**src/rtl/dispatch_unit_pkg.sv**
```systemverilog
// Shared constants, opcode ranges and FSM state type for the dispatch stage.
// Imported by the dispatch unit, its CDB snoop helper and its interface.
package dispatch_unit_pkg;

    localparam int DATA_LEN_DEF   = 32;
    localparam int ADDR_LEN_DEF   = 32;
    localparam int REG_LEN_DEF    = 5;
    localparam int ROB_LEN_DEF    = 4;
    localparam int OPENUM_LEN_DEF = 6;
    localparam int N_CDB_DEF      = 2;

    // Loads and stores occupy one contiguous opcode range (LB, LH, LW, LBU, LHU, SB, SH, SW).
    localparam logic [5:0] OPENUM_NOP = 6'd0;
    localparam logic [5:0] OPENUM_LB  = 6'd20;
    localparam logic [5:0] OPENUM_SW  = 6'd27;

    localparam logic [3:0] ROB_TAG_READY = 4'd0;

    typedef enum logic {
        ST_IDLE = 1'b0,
        ST_HOLD = 1'b1
    } disp_state_e;

    function automatic logic is_mem_op(input logic [5:0] op);
        return (op >= OPENUM_LB) && (op <= OPENUM_SW);
    endfunction

endpackage

```
**src/rtl/dispatch_unit_if.sv**
```systemverilog
// Fetch/decode to dispatch handshake: instruction offer plus its decoded fields.
// The master side is the fetcher/decoder; the slave side is the dispatch unit.
interface dispatch_unit_if
    import dispatch_unit_pkg::*;
#(
    parameter int DATA_LEN   = DATA_LEN_DEF,
    parameter int ADDR_LEN   = ADDR_LEN_DEF,
    parameter int REG_LEN    = REG_LEN_DEF,
    parameter int OPENUM_LEN = OPENUM_LEN_DEF
);
    logic                  inst_valid_from_if;
    logic                  ready_to_if;
    logic [ADDR_LEN-1:0]   pc_from_if;
    logic [OPENUM_LEN-1:0] openum_from_dcd;
    logic [REG_LEN-1:0]    rd_from_dcd;
    logic [REG_LEN-1:0]    rs1_from_dcd;
    logic [REG_LEN-1:0]    rs2_from_dcd;
    logic [DATA_LEN-1:0]   imm_from_dcd;

    modport master (
        output inst_valid_from_if, pc_from_if, openum_from_dcd,
               rd_from_dcd, rs1_from_dcd, rs2_from_dcd, imm_from_dcd,
        input  ready_to_if
    );

    modport slave (
        input  inst_valid_from_if, pc_from_if, openum_from_dcd,
               rd_from_dcd, rs1_from_dcd, rs2_from_dcd, imm_from_dcd,
        output ready_to_if
    );
endinterface

```
**src/rtl/dispatch_unit_cdb_snoop.sv**
```systemverilog
// Resolves one operand against the broadcast channels: a waiting tag that matches
// a valid channel takes that channel's value and becomes ready.
module dispatch_unit_cdb_snoop
    import dispatch_unit_pkg::*;
#(
    parameter int N_CDB    = N_CDB_DEF,
    parameter int ROB_LEN  = ROB_LEN_DEF,
    parameter int DATA_LEN = DATA_LEN_DEF
) (
    input  logic [ROB_LEN-1:0]        q,
    input  logic [DATA_LEN-1:0]       v,
    input  logic [N_CDB-1:0]          cdb_valid,
    input  logic [N_CDB*ROB_LEN-1:0]  cdb_tag,
    input  logic [N_CDB*DATA_LEN-1:0] cdb_value,
    output logic [ROB_LEN-1:0]        q_res,
    output logic [DATA_LEN-1:0]       v_res
);
    localparam logic [ROB_LEN-1:0] TAG_READY = ROB_LEN'(ROB_TAG_READY);

    // Scan from the top channel down so the lowest-index match is applied last and wins.
    always_comb begin
        q_res = q;
        v_res = v;
        for (int i = N_CDB - 1; i >= 0; i--) begin
            if ((q != TAG_READY) && cdb_valid[i] && (cdb_tag[i*ROB_LEN +: ROB_LEN] == q)) begin
                q_res = TAG_READY;
                v_res = cdb_value[i*DATA_LEN +: DATA_LEN];
            end else begin
                q_res = q_res;
            end
        end
    end
endmodule

```
**src/rtl/dispatch_unit.sv**
```systemverilog
// Dispatch stage: holds one decoded instruction, allocates its ROB tag, renames rd,
// resolves operands (regfile, rename bypass, CDB) and issues to the RS or LSQ.
module dispatch_unit
    import dispatch_unit_pkg::*;
#(
    parameter int DATA_LEN   = DATA_LEN_DEF,
    parameter int ADDR_LEN   = ADDR_LEN_DEF,
    parameter int REG_LEN    = REG_LEN_DEF,
    parameter int ROB_LEN    = ROB_LEN_DEF,
    parameter int OPENUM_LEN = OPENUM_LEN_DEF,
    parameter int N_CDB      = N_CDB_DEF
) (
    input  logic                      clk,
    input  logic                      rst,
    input  logic                      rollback,
    dispatch_unit_if.slave            fe,
    output logic [REG_LEN-1:0]        rs1_to_reg,
    output logic [REG_LEN-1:0]        rs2_to_reg,
    input  logic [DATA_LEN-1:0]       V1_from_reg,
    input  logic [DATA_LEN-1:0]       V2_from_reg,
    input  logic [ROB_LEN-1:0]        Q1_from_reg,
    input  logic [ROB_LEN-1:0]        Q2_from_reg,
    output logic                      rename_en_to_reg,
    output logic [REG_LEN-1:0]        rename_rd_to_reg,
    output logic [ROB_LEN-1:0]        rename_tag_to_reg,
    input  logic                      rob_full,
    input  logic [ROB_LEN-1:0]        rob_free_tag,
    output logic                      alloc_to_rob,
    output logic [OPENUM_LEN-1:0]     openum_to_rob,
    output logic [REG_LEN-1:0]        rd_to_rob,
    output logic [ADDR_LEN-1:0]       pc_to_rob,
    input  logic [N_CDB-1:0]          cdb_valid,
    input  logic [N_CDB*ROB_LEN-1:0]  cdb_tag,
    input  logic [N_CDB*DATA_LEN-1:0] cdb_value,
    input  logic                      rs_full,
    input  logic                      lsq_full,
    output logic                      issue_to_rs,
    output logic                      issue_to_lsq,
    output logic [OPENUM_LEN-1:0]     openum_out,
    output logic [DATA_LEN-1:0]       V1_out,
    output logic [DATA_LEN-1:0]       V2_out,
    output logic [ROB_LEN-1:0]        Q1_out,
    output logic [ROB_LEN-1:0]        Q2_out,
    output logic [DATA_LEN-1:0]       imm_out,
    output logic [ADDR_LEN-1:0]       pc_out,
    output logic [ROB_LEN-1:0]        dest_tag_out
);
    disp_state_e state_r, state_nxt_s;

    logic [OPENUM_LEN-1:0] op_r;
    logic [REG_LEN-1:0]    rd_r;
    logic [DATA_LEN-1:0]   imm_r, v1_r, v2_r;
    logic [ADDR_LEN-1:0]   pc_r;
    logic [ROB_LEN-1:0]    q1_r, q2_r;

    logic is_mem_s, target_full_s, issue_fire_s, ready_s, accept_s;
    logic [ROB_LEN-1:0]  q1_pre_s, q2_pre_s, q1_acc_s, q2_acc_s, q1_hold_s, q2_hold_s;
    logic [DATA_LEN-1:0] v1_pre_s, v2_pre_s, v1_acc_s, v2_acc_s, v1_hold_s, v2_hold_s;

    // Issue/accept handshake; rollback blocks both in the cycle it is raised.
    always_comb begin
        is_mem_s      = is_mem_op(op_r);
        target_full_s = is_mem_s ? lsq_full : rs_full;
        issue_fire_s  = (state_r == ST_HOLD) && !rob_full && !target_full_s && !rollback;
        ready_s       = !rollback && ((state_r == ST_IDLE) || issue_fire_s);
        accept_s      = fe.inst_valid_from_if && ready_s && (fe.openum_from_dcd != OPENUM_NOP);
    end

    assign fe.ready_to_if      = ready_s;
    assign rs1_to_reg          = fe.rs1_from_dcd;
    assign rs2_to_reg          = fe.rs2_from_dcd;
    assign alloc_to_rob        = issue_fire_s;
    assign openum_to_rob       = op_r;
    assign rd_to_rob           = rd_r;
    assign pc_to_rob           = pc_r;
    assign rename_en_to_reg    = issue_fire_s && (rd_r != {REG_LEN{1'b0}});
    assign rename_rd_to_reg    = rd_r;
    assign rename_tag_to_reg   = rob_free_tag;

    // The regfile still shows the pre-rename tag for rd this cycle, so patch it in here.
    always_comb begin
        if (rename_en_to_reg && (fe.rs1_from_dcd == rd_r)) begin
            q1_pre_s = rob_free_tag;
            v1_pre_s = {DATA_LEN{1'b0}};
        end else begin
            q1_pre_s = Q1_from_reg;
            v1_pre_s = V1_from_reg;
        end
        if (rename_en_to_reg && (fe.rs2_from_dcd == rd_r)) begin
            q2_pre_s = rob_free_tag;
            v2_pre_s = {DATA_LEN{1'b0}};
        end else begin
            q2_pre_s = Q2_from_reg;
            v2_pre_s = V2_from_reg;
        end
    end

    dispatch_unit_cdb_snoop #(.N_CDB(N_CDB), .ROB_LEN(ROB_LEN), .DATA_LEN(DATA_LEN)) u_snoop_acc1 (
        .q(q1_pre_s), .v(v1_pre_s), .cdb_valid(cdb_valid), .cdb_tag(cdb_tag),
        .cdb_value(cdb_value), .q_res(q1_acc_s), .v_res(v1_acc_s)
    );
    dispatch_unit_cdb_snoop #(.N_CDB(N_CDB), .ROB_LEN(ROB_LEN), .DATA_LEN(DATA_LEN)) u_snoop_acc2 (
        .q(q2_pre_s), .v(v2_pre_s), .cdb_valid(cdb_valid), .cdb_tag(cdb_tag),
        .cdb_value(cdb_value), .q_res(q2_acc_s), .v_res(v2_acc_s)
    );
    dispatch_unit_cdb_snoop #(.N_CDB(N_CDB), .ROB_LEN(ROB_LEN), .DATA_LEN(DATA_LEN)) u_snoop_hold1 (
        .q(q1_r), .v(v1_r), .cdb_valid(cdb_valid), .cdb_tag(cdb_tag),
        .cdb_value(cdb_value), .q_res(q1_hold_s), .v_res(v1_hold_s)
    );
    dispatch_unit_cdb_snoop #(.N_CDB(N_CDB), .ROB_LEN(ROB_LEN), .DATA_LEN(DATA_LEN)) u_snoop_hold2 (
        .q(q2_r), .v(v2_r), .cdb_valid(cdb_valid), .cdb_tag(cdb_tag),
        .cdb_value(cdb_value), .q_res(q2_hold_s), .v_res(v2_hold_s)
    );

    // Next-state logic for the pending-register FSM.
    always_comb begin
        state_nxt_s = state_r;
        if (rollback) begin
            state_nxt_s = ST_IDLE;
        end else begin
            case (state_r)
                ST_IDLE: state_nxt_s = accept_s ? ST_HOLD : ST_IDLE;
                ST_HOLD: begin
                    if (accept_s) begin
                        state_nxt_s = ST_HOLD;
                    end else if (issue_fire_s) begin
                        state_nxt_s = ST_IDLE;
                    end else begin
                        state_nxt_s = ST_HOLD;
                    end
                end
                default: state_nxt_s = ST_IDLE;
            endcase
        end
    end

    // FSM state register.
    always_ff @(posedge clk or negedge rst) begin
        if (!rst) begin
            state_r <= ST_IDLE;
        end else begin
            state_r <= state_nxt_s;
        end
    end

    // Pending instruction: load on accept, otherwise keep snooping the CDB while held.
    always_ff @(posedge clk or negedge rst) begin
        if (!rst) begin
            op_r  <= {OPENUM_LEN{1'b0}};
            rd_r  <= {REG_LEN{1'b0}};
            imm_r <= {DATA_LEN{1'b0}};
            pc_r  <= {ADDR_LEN{1'b0}};
            v1_r  <= {DATA_LEN{1'b0}};
            v2_r  <= {DATA_LEN{1'b0}};
            q1_r  <= {ROB_LEN{1'b0}};
            q2_r  <= {ROB_LEN{1'b0}};
        end else if (accept_s) begin
            op_r  <= fe.openum_from_dcd;
            rd_r  <= fe.rd_from_dcd;
            imm_r <= fe.imm_from_dcd;
            pc_r  <= fe.pc_from_if;
            v1_r  <= v1_acc_s;
            v2_r  <= v2_acc_s;
            q1_r  <= q1_acc_s;
            q2_r  <= q2_acc_s;
        end else if (state_r == ST_HOLD) begin
            v1_r  <= v1_hold_s;
            v2_r  <= v2_hold_s;
            q1_r  <= q1_hold_s;
            q2_r  <= q2_hold_s;
        end
    end

    // Issue strobes and payload; payload takes the snooped operands so a same-cycle broadcast lands.
    always_ff @(posedge clk or negedge rst) begin
        if (!rst) begin
            issue_to_rs  <= 1'b0;
            issue_to_lsq <= 1'b0;
            openum_out   <= {OPENUM_LEN{1'b0}};
            V1_out       <= {DATA_LEN{1'b0}};
            V2_out       <= {DATA_LEN{1'b0}};
            Q1_out       <= {ROB_LEN{1'b0}};
            Q2_out       <= {ROB_LEN{1'b0}};
            imm_out      <= {DATA_LEN{1'b0}};
            pc_out       <= {ADDR_LEN{1'b0}};
            dest_tag_out <= {ROB_LEN{1'b0}};
        end else if (rollback) begin
            issue_to_rs  <= 1'b0;
            issue_to_lsq <= 1'b0;
        end else begin
            issue_to_rs  <= issue_fire_s && !is_mem_s;
            issue_to_lsq <= issue_fire_s && is_mem_s;
            if (issue_fire_s) begin
                openum_out   <= op_r;
                V1_out       <= v1_hold_s;
                V2_out       <= v2_hold_s;
                Q1_out       <= q1_hold_s;
                Q2_out       <= q2_hold_s;
                imm_out      <= imm_r;
                pc_out       <= pc_r;
                dest_tag_out <= rob_free_tag;
            end
        end
    end
endmodule

```
**src/flat_wrapper.sv**
```systemverilog
// flat-port wrapper written by rule: the top's interface ports become plain ports
module dispatch_unit_flat import dispatch_unit_pkg::*;
#(
    parameter int DATA_LEN   = DATA_LEN_DEF,
    parameter int ADDR_LEN   = ADDR_LEN_DEF,
    parameter int REG_LEN    = REG_LEN_DEF,
    parameter int ROB_LEN    = ROB_LEN_DEF,
    parameter int OPENUM_LEN = OPENUM_LEN_DEF,
    parameter int N_CDB      = N_CDB_DEF
)
  (clk, rst, rollback, rs1_to_reg, rs2_to_reg, V1_from_reg, V2_from_reg, Q1_from_reg, Q2_from_reg, rename_en_to_reg, rename_rd_to_reg, rename_tag_to_reg, rob_full, rob_free_tag, alloc_to_rob, openum_to_rob, rd_to_rob, pc_to_rob, cdb_valid, cdb_tag, cdb_value, rs_full, lsq_full, issue_to_rs, issue_to_lsq, openum_out, V1_out, V2_out, Q1_out, Q2_out, imm_out, pc_out, dest_tag_out, fe_inst_valid_from_if, fe_pc_from_if, fe_openum_from_dcd, fe_rd_from_dcd, fe_rs1_from_dcd, fe_rs2_from_dcd, fe_imm_from_dcd, fe_ready_to_if);
  dispatch_unit_if #(.DATA_LEN(DATA_LEN), .ADDR_LEN(ADDR_LEN), .REG_LEN(REG_LEN), .OPENUM_LEN(OPENUM_LEN)) fe_i ();
  input  logic clk;
  input  logic rst;
  input  logic rollback;
  output logic [REG_LEN-1:0] rs1_to_reg;
  output logic [REG_LEN-1:0] rs2_to_reg;
  input  logic [DATA_LEN-1:0] V1_from_reg;
  input  logic [DATA_LEN-1:0] V2_from_reg;
  input  logic [ROB_LEN-1:0] Q1_from_reg;
  input  logic [ROB_LEN-1:0] Q2_from_reg;
  output logic rename_en_to_reg;
  output logic [REG_LEN-1:0] rename_rd_to_reg;
  output logic [ROB_LEN-1:0] rename_tag_to_reg;
  input  logic rob_full;
  input  logic [ROB_LEN-1:0] rob_free_tag;
  output logic alloc_to_rob;
  output logic [OPENUM_LEN-1:0] openum_to_rob;
  output logic [REG_LEN-1:0] rd_to_rob;
  output logic [ADDR_LEN-1:0] pc_to_rob;
  input  logic [N_CDB-1:0] cdb_valid;
  input  logic [N_CDB*ROB_LEN-1:0] cdb_tag;
  input  logic [N_CDB*DATA_LEN-1:0] cdb_value;
  input  logic rs_full;
  input  logic lsq_full;
  output logic issue_to_rs;
  output logic issue_to_lsq;
  output logic [OPENUM_LEN-1:0] openum_out;
  output logic [DATA_LEN-1:0] V1_out;
  output logic [DATA_LEN-1:0] V2_out;
  output logic [ROB_LEN-1:0] Q1_out;
  output logic [ROB_LEN-1:0] Q2_out;
  output logic [DATA_LEN-1:0] imm_out;
  output logic [ADDR_LEN-1:0] pc_out;
  output logic [ROB_LEN-1:0] dest_tag_out;
  input wire logic [$bits(fe_i.inst_valid_from_if)-1:0] fe_inst_valid_from_if;
  input wire logic [$bits(fe_i.pc_from_if)-1:0] fe_pc_from_if;
  input wire logic [$bits(fe_i.openum_from_dcd)-1:0] fe_openum_from_dcd;
  input wire logic [$bits(fe_i.rd_from_dcd)-1:0] fe_rd_from_dcd;
  input wire logic [$bits(fe_i.rs1_from_dcd)-1:0] fe_rs1_from_dcd;
  input wire logic [$bits(fe_i.rs2_from_dcd)-1:0] fe_rs2_from_dcd;
  input wire logic [$bits(fe_i.imm_from_dcd)-1:0] fe_imm_from_dcd;
  output wire logic [$bits(fe_i.ready_to_if)-1:0] fe_ready_to_if;
  assign fe_i.inst_valid_from_if = fe_inst_valid_from_if;
  assign fe_i.pc_from_if = fe_pc_from_if;
  assign fe_i.openum_from_dcd = fe_openum_from_dcd;
  assign fe_i.rd_from_dcd = fe_rd_from_dcd;
  assign fe_i.rs1_from_dcd = fe_rs1_from_dcd;
  assign fe_i.rs2_from_dcd = fe_rs2_from_dcd;
  assign fe_i.imm_from_dcd = fe_imm_from_dcd;
  assign fe_ready_to_if = fe_i.ready_to_if;
  dispatch_unit #(.DATA_LEN(DATA_LEN), .ADDR_LEN(ADDR_LEN), .REG_LEN(REG_LEN), .ROB_LEN(ROB_LEN), .OPENUM_LEN(OPENUM_LEN), .N_CDB(N_CDB)) u_core (.clk(clk), .rst(rst), .rollback(rollback), .fe(fe_i), .rs1_to_reg(rs1_to_reg), .rs2_to_reg(rs2_to_reg), .V1_from_reg(V1_from_reg), .V2_from_reg(V2_from_reg), .Q1_from_reg(Q1_from_reg), .Q2_from_reg(Q2_from_reg), .rename_en_to_reg(rename_en_to_reg), .rename_rd_to_reg(rename_rd_to_reg), .rename_tag_to_reg(rename_tag_to_reg), .rob_full(rob_full), .rob_free_tag(rob_free_tag), .alloc_to_rob(alloc_to_rob), .openum_to_rob(openum_to_rob), .rd_to_rob(rd_to_rob), .pc_to_rob(pc_to_rob), .cdb_valid(cdb_valid), .cdb_tag(cdb_tag), .cdb_value(cdb_value), .rs_full(rs_full), .lsq_full(lsq_full), .issue_to_rs(issue_to_rs), .issue_to_lsq(issue_to_lsq), .openum_out(openum_out), .V1_out(V1_out), .V2_out(V2_out), .Q1_out(Q1_out), .Q2_out(Q2_out), .imm_out(imm_out), .pc_out(pc_out), .dest_tag_out(dest_tag_out));
endmodule
```
**config.mk**
```make
export PLATFORM = sky130hd
export DESIGN_NAME = dispatch_unit_flat
export DESIGN_NICKNAME = d
export VERILOG_FILES = /design/src/rtl/dispatch_unit_pkg.sv /design/src/rtl/dispatch_unit_if.sv /design/src/rtl/dispatch_unit_cdb_snoop.sv /design/src/rtl/dispatch_unit.sv /design/src/flat_wrapper.sv
export SDC_FILE = /design/constraint.sdc
export NUM_CORES = 1
export LEC_CHECK = 0
export CAP_MARGIN = 10
export CORE_MARGIN = 10
export CORE_UTILIZATION = 48
export DETAILED_ROUTE_END_ITERATION = 8
export PLACE_DENSITY = 0.92
export SLEW_MARGIN = 20
export SYNTH_ARGS = -nofsm -noshare
export SYNTH_HDL_FRONTEND = slang
export SYNTH_SLANG_ARGS = --single-unit
```
**constraint.sdc**
```tcl
create_clock -name clk -period 3.3 [get_ports clk]
set_clock_uncertainty 0.1 [all_clocks]
set_input_delay 0.33 -clock clk [delete_from_list [all_inputs] [get_ports clk]]
set_output_delay 0.33 -clock clk [all_outputs]
set_load 0.005 [all_outputs]
```
==> results of run 1 <==
final timing paths:
check                                        start              endpoint  cells after the start
min in group asynchronous                      rst       u_core.v1_r[14]                      2
worst min-delay path             fe_pc_from_if[16]  u_core.pc_to_rob[16]                      3
max in group asynchronous                      rst  u_core.openum_out[3]                      3
worst min register to register  u_core.imm_out[30]    u_core.imm_out[30]                      2
worst max register to register      u_core.state_r        u_core.v2_r[7]                     11
worst max-delay path                u_core.state_r          alloc_to_rob                      8
flip-flops by register name, summed over array words and instances (netlist names):
signal	cells
u_core.pc_to_rob	32
u_core.pc_out	32
u_core.V2_out	32
u_core.dest_tag_out	4
u_core.imm_out	32
u_core.Q2_out	4
u_core.Q1_out	4
u_core.openum_to_rob	6
u_core.v2_r	32
u_core.V1_out	32
u_core.q1_r	4
u_core.v1_r	32
u_core.state_r	1
u_core.openum_out	6
u_core.rd_to_rob	5
u_core.issue_to_lsq	1
u_core.issue_to_rs	1
u_core.imm_r	32
u_core.q2_r	4
logic make-up (layout without fill, tap and decap cells):
kind of cell    Yosys count  after routing  share of synthesized area, %
simple gates            802            802                          21.0
flops                   296            296                          48.5
other cells               0             13                             0
compound gates          358            358                          16.1
mux                     119            119                          7.96
xor+xnor                 29             29                          1.66
buf+inv                 168            626                          4.80
critical path, stage by stage (launching register included):
cell and delay, ps:
dfrtp_4 410, or3b_1 370, a311o_1 380, inv_2 110, buf_4 130, nor2_4 70, buf_4 160, inv_4 80
clkdlybuf4s50_1 580
cells in the mapped netlist (5+ instances only):
cell and instances:
a211oi_1 68, a21oi_1 47, a221oi_1 34, a22o_1 32, a31oi_1 32, and2_1 5, buf_1 10, buf_2 6
buf_4 21, clkbuf_1 115, dfrtp_1 296, inv_1 10, mux2_2 19, mux2i_1 100, nand2_1 671, nand3_1 14
nor2_1 45, nor2b_1 33, nor3_1 13, o211ai_1 34, o21ai_0 75, o21ai_1 10, xnor2_1 19, xor2_1 10
timing repair:
item                                    4_1_cts  5_1_grt
resized for setup                             0        4
buffers inserted                              0        4
endpoints found under the setup margin        0       30
hold buffers                                  1        0
endpoints found under the hold margin        63        0
layer usage:
metal	global-route usage, %	vias to the layer above
met5	0	-
met4	17.7	0
met3	8.40	274
met2	49.6	1153
met1	35.1	7522
li1	-	6920
through the flow:
stage | hold WS (ps) | area (um^2)
final | 237 | 22000
after global routing | 228 | 22000
after CTS | 224 | 21900
after detailed placement | 247 | 20700
after global placement | 242 | 20700
after floorplan | -65.6 | 15300
report_power, final:
group / leakage [nW] / internal (mW) / switching, mW
combinational: 5.67 / 2.50 / 2.06
clock: 0.594 / 2.37 / 1.58
sequential: 3.67 / 4.69 / 0.709
total: 9.94 / 9.56 / 4.34
final cells by class:
class | instances | area, um^2
diodes | 13 | 32.5
clock buffers | 50 | 1050
clock inverters | 12 | 129
fillers | 2287 | 9490
inverters | 14 | 55.1
multi-input cells | 1308 | 7250
flip-flops and latches | 296 | 7410
well taps | 402 | 503
repair buffers | 550 | 5560
==> flow_results.org, run 1 <==
** Status
- Status :: finished clean

** Detailed routing
- Vias per cell :: 6.00
- DR WL met2 :: 29.5 mm
- Met1 wire length :: 22.3 mm
- DRC marker count from the first detailed-route iteration :: 1,814
- After detailed routing, the number of remaining DRC violations is 0.
- Number of iterations in the first detailed-routing pass :: 6
- Top routing layer used :: met4
- Dividing the detail-routed wire length by the instance count gives 23.6 um.
- In the detailed route, the total length drawn on met3 is 7.02 mm.
- Remaining antenna violation count :: 0
- Final wirelength :: 62.5 mm
- Via total after detailed routing :: 15,900

** CTS
- Counting every sink on the clock net gives 296.
- Clock root buffer :: clkbuf_16
- H-tree depth reported by CTS :: 2
- Buffers inserted during clock tree synthesis total 34.
- Clk slew on worst S/H paths :: 60 ps
- Clock Tree Buf Depth :: 3
- Clock tree from TritonCTS :: done
- Clock latency at the later pin of the worst-skew pair :: 530 ps

** Die
- Die Footprint :: 39,300 um^2
- FP Rows :: 65
- Placeable Area :: 31,500 um^2
- Initial core utilization :: 48.5%
- In this run the vertical extent of the chip is 198 um.
- Die width :: 198 um
- Pin placement for this block handled 455 I/O pins.

** Critical path
- CP Max Fanout :: 9
- At the worst endpoint, the arrival time is 2790 ps.
- STA classifies the critical path endpoint as a primary output.
- STA classifies the critical path startpoint as a register.
- Setup slack, reg-to-reg :: 100 ps
- The critical path in this run is classified as register to primary output.
- For the worst setup path, the data required time is 2870 ps.

** Cells and area
- In the layout the commonest cells are 670 x nand2_1, 453 x clkdlybuf4s50_1, 295 x dfrtp_1, 100 x mux2i_1, 75 x o21ai_0.
- In the final layout, the share of cells above drive strength 1 is 9.06%.
- The library cell used most frequently in the layout, excluding fill and tap cells, is nand2_1.
- Layout area overhead :: 44.1%
- Post-Route Utilization :: 69.9%
- For this run, the post-layout net count is 2,446.
- The count of cells in the finished layout, fillers not included, comes to 2,645.

** Synth
- Cell type with the largest total area after synthesis :: dfrtp_1
- Yosys printed 0 warnings.
- In the synthesized netlist, the number of instances is 1,772.
- After synthesis, the netlist uses 52 different library cells.
- Yosys mapped a number of flops with a built-in enable equal to 0.
- Of the synthesized area, sequential elements account for 48.5%.
- Sorting the synthesized cells by area gives the leading types as dfrtp_1 49%, nand2_1 17%, mux2i_1 6.6%, a211oi_1 3.3%, clkbuf_1 2.8%.
- Synthesized net count :: 2,014
- Share of Yosys cell area claimed by the top area cell type :: 48.5%
- Among all flip-flop cells after synthesis, the most frequent one is dfrtp_1.
- Yosys reg bits :: 296
- Counting flops with an async set or reset pin after synthesis yields a share of 100%.
- Netlist area before placement :: 15,300 um^2
- Dividing the synthesized area by the synthesized cell count gives 8.61 um^2.

** STA
- Setup violations remaining at the end of the flow were counted as 0.
- The number of slew-limit violations in the final report came to 0.
- Count of endpoints failing hold in the final timing report :: 0
- Of the available clock period, the critical path in the final layout requires 97.5%.
- Transition time of the tightest slew-check pin :: 765 ps
- Measured against its own limit, the worst slew margin works out to 49.0%.
- Setup total negative slack on the finished layout was measured at 0 ps.
- Min Tclk post-route :: 3220 ps
- Maximum operating frequency :: 0.311 GHz
- Once routing completed, OpenROAD measured the worst setup slack at 81.7 ps.

** Placed design
- Input and output buffers added on the ports amount to 454.
- Worst-case setup slack after placement :: -259 ps
- Routability-driven placement finished with a final weighted congestion of 0.960.
- Placed insts :: 2,562
- After legalization and detailed placement, the total HPWL measured 43.7 mm.

** Global routing
- First-pass GRT wire length :: 93.7 mm
- Gr ovfl total :: 0
- Number of antenna violations at the first check in global routing :: 13
- Largest net degree at the start of global routing :: 90
- Vias in the first global route :: 16,100
- Global routing consumed, over all layers together, 30.3% of the routing resources.

** Power and ir drop
- Leak Pwr :: 9.94 nW
- Worst vdd rail ir drop :: 0.471 mV
- Power density over the cells :: 632 nW/um^2
- The completed layout was analyzed and its total power is 13.9 mW.

** Min path
- Hold Path Class :: primary input to register

** Run
- Number of max-cap violations :: 0
Power figures use the tool's default switching activity.
==> run 2, diff against run 1 <==
--- a/config.mk
+++ b/config.mk
@@ -9,6 +9,7 @@
 export CORE_MARGIN = 10
 export CORE_UTILIZATION = 48
 export DETAILED_ROUTE_END_ITERATION = 8
+export HOLD_SLACK_MARGIN = 0.15
 export PLACE_DENSITY = 0.92
 export SLEW_MARGIN = 20
 export SYNTH_ARGS = -nofsm -noshare
==> results of run 2 <==
Same layout as run 1: the final DEF is identical, and so are final timing and power.
==> run 3, diff against run 2 <==
--- a/config.mk
+++ b/config.mk
@@ -9,6 +9,7 @@
 export CORE_MARGIN = 10
 export CORE_UTILIZATION = 48
 export DETAILED_ROUTE_END_ITERATION = 8
+export GPL_TIMING_DRIVEN = 0
 export HOLD_SLACK_MARGIN = 0.15
 export PLACE_DENSITY = 0.92
 export SLEW_MARGIN = 20
==> run 3 against run 2 <==
  * The flow now finishes with violations (negative setup slack)
  * Wire length rose by 7.5%
  * Cell count rose by 2.9%
  * Design area rose by 0.61%
  * Sequential power barely moved
==> flow_results.org, run 3 (same netlist as run 1, synthesis figures left out) <==
** Status
- The flow ran to the end, but the final reports show violations.
- The final reports fail on negative setup slack.

** Critical path
- The critical path is of the register to register type.
- Cell occurring most often along the worst timing path :: buf_4
- Number of cells on the worst reg-to-reg path :: 13 (+2)
- Traced cell by cell, the critical path runs through buf_4 > nor4b_1 > nand4_1 > buf_4 > buf_4 > a2111oi_4 > a211oi_2 > a2111oi_4 > nand2b_4 > buf_4 > buf_6 > a221oi_1 > a211oi_1.
- Critical path endpoint category :: register
- Among all stages on the critical path, the largest delay is contributed by a2111oi_4.
- Setup slack, reg-to-reg :: -20 ps (-120 ps)
- The biggest cell delay along the critical path came to 450 ps (-130 ps).
- Worst R2R End :: u_core.v2_r[3]
- Launching element type of the critical path :: register
- The critical path data arrival time was 3630 ps (+840 ps).
- Required time at the worst-slack endpoint :: 3610 ps (+740 ps)
- Critical register-to-register path startpoint :: u_core.state_r
- CP Max Fanout :: 10 (+1)

** CTS
- The CTS buffer count came to 36 (+5.9%).
- H-tree depth reported by CTS :: 2 (unchanged)
- Number of clock sinks seen by CTS :: 296 (unchanged)
- The latest clock arrival within the worst-skew pair was 530 ps (about the same).
- The register clock-pin slew on the reported worst setup and hold paths came to 60 ps (about the same).
- Clock tree from TritonCTS :: done
- The cell sitting at the root of the clock tree is a clkbuf_16.
- The largest buffer count on any clock path was 3 (unchanged).

** Detailed routing
- Met3 WL :: 8.68 mm (+24%)
- The number of DRC violations after detailed-routing iteration 0 came to 1,931 (+6.4%).
- The number of DRC violations after detailed routing came to 0 (unchanged).
- Vias per cell :: 6.02 (+0.34%)
- DR WL met2 :: 31.3 mm (+6.2%)
- The routed wire length was 67.2 mm (+7.5%).
- Remaining antenna violation count :: 0 (unchanged)
- The number of iterations in the first detailed-routing pass is 9 (+3).
- The total number of vias was 16,400 (+3.2%).
- Met1 wire length :: 23.2 mm (+3.9%)
- The per-cell routed wire length was 24.7 um (+4.5%).
- The detailed router used layers up to and including met5.

** Placed design
- The number of input and output port buffers inserted came to 446 (-1.8%).
- The placer's final routability congestion estimate came to 0.989 (+3.0%).
- The number of placed instances, taps included is 2,623 (+2.4%).
- The worst slack at placement came to -1200 ps (-944 ps).
- The estimated wirelength of the detail-placed design came to 50.0 mm (+15%).

** Cells and area
- Layout area overhead :: 45.0%
- Final Net Count :: 2,523 (+3.1%)
- Most common cell after layout, fill and taps aside :: nand2_1
- Highest-count cells in the layout ignoring fill and taps :: 670 x nand2_1, 442 x clkdlybuf4s50_1, 295 x dfrtp_1, 97 x mux2i_1, 75 x o21ai_0
- Proportion of layout cells with a drive suffix above 1 :: 10.2% (+1.2 points)
- Layout Cells excl Fill :: 2,721 (+2.9%)

** STA
- Max-slew headroom at the worst pin :: 39.3% (-9.6 points)
- Min Tclk post-route :: 3320 ps (+99.8 ps)
- The final number of hold-violating endpoints was 0 (unchanged).
- Portion of the clock cycle consumed by the worst path in the final layout :: 101% (+3.0 points)
- Setup repair after global routing could not meet its margin everywhere.
- Transition time of the tightest slew-check pin :: 910 ps (+145 ps)
- The number of slew-limit violations in the final report was 0 (unchanged).
- Setup-failing EPs final :: 5 (+5)
- The highest clock rate came to 0.301 GHz (-3.0%).
- The minimum setup slack in the final design is -18.1 ps (-99.8 ps).

** Power and ir drop
- The worst IR drop on VDD was 0.473 mV (+0.50%).
- Power density over the cells :: 639 nW/um^2 (+0.98%)
- Leak Pwr :: 10.0 nW (+0.87%)

** Global routing
- Largest net degree at the start of global routing :: 92 (+2.2%)
- The first-pass GRT wire length is 99.0 mm (+5.6%).
- Gr ovfl total :: 0 (unchanged)
- The via count of the first global-routing pass is 16,500 (+2.1%).
- Overall global routing resource usage :: 32.7% (+2.4 points)
- The initial antenna violation count was 13 (unchanged).

** Min path
- The path class of the tightest hold or removal check is primary input to asynchronous set/reset pin.

** Die
- The initial core utilization was 48.5% (unchanged).
- The I/O pin count is 455 (unchanged).
- The row count came to 65 (unchanged).
- The area enclosed by the die boundary came to 39,300 um^2 (unchanged).
- Die width :: 198 um (unchanged)
- Die Ht :: 198 um (unchanged)
- The placeable core region is 31,500 um^2 (unchanged).

** Run
- The number of maximum-capacitance violations is 0 (unchanged).
-- run 3: changes by cell type in the layout (fill, tap and decap cells not counted), sizes merged --
cell	previous run	this run
clkbuf	51	160
buf	95	67
clkdlybuf4s50	453	442
clkinv	8	11
diode	13	10
dlygate4sd2	0	2
bufinv	2	3
dlygate4sd3	1	2
dlymetal6s2s	0	1
inv	16	17
-- run 3: layout make-up --
cell class                      count  area, um^2
Clock inverter                     17         175
Inverter                           14        57.6
Sequential cell                   296        7410
Buffer                            152         797
Fill cell                        2335        9350
Timing Repair Buffer              473        4740
Antenna cell                       10        25.0
Clock buffer                       49        1050
Tap cell                          402         503
Multi-Input combinational cell   1308        7370
-- run 3: worst max-delay path, delay by kind of cell, from the launching register on --
family,cells,cell delay [ps]
DFF,1,350
and+or+nand+nor,3,720
buffers and inverters,5,860
AOI/OAI and AO/OA,5,1190
-- run 3: worst max-delay path by stage --
stage / from / endpoint
after floorplan: u_core.state_r / u_core.v1_r[10]
after global placement: rst / u_core.pc_out[14]
after detailed placement: rollback / alloc_to_rob
after CTS: u_core.openum_to_rob[3] / u_core.v1_r[27]
after global routing: u_core.openum_to_rob[3] / u_core.v2_r[16]
final: u_core.state_r / u_core.v2_r[3]
-- run 3: layer usage --
layer / track usage [%] / up-vias
met3: 11.1 / 277
met5: 0 / -
met4: 18.5 / 4
met1: 37.6 / 7805
li1: - / 7081
met2: 52.4 / 1214
-- run 3: metrics by stage --
stage	total power [mW]	utilization (%)	cell area (um^2)	hold slack, ps	TNS, ps
floorplan	7.02	-	15300	-65.6	0
global placement	9.69	64.3	20200	348	-3481050
detailed placement	9.91	64.6	20300	135	-230290
CTS	14.0	69.1	21700	189	0
global route	14.8	70.3	22100	207	-2680
finish	14.1	70.3	22100	187	-43.9
-- run 3: what timing repair did --
action,4_1_cts,5_1_grt
hold buffers,2,0
resized for setup,48,121
pin swaps,4,7
hold endpoints to repair,216,0
setup endpoints to repair,273,171
setup buffers,10,12
-- run 3: report_power, final --
group / switching, mW / internal, mW
clock network: 1.61 / 2.48
logic: 2.16 / 2.49
registers: 0.698 / 4.69
total: 4.47 / 9.66
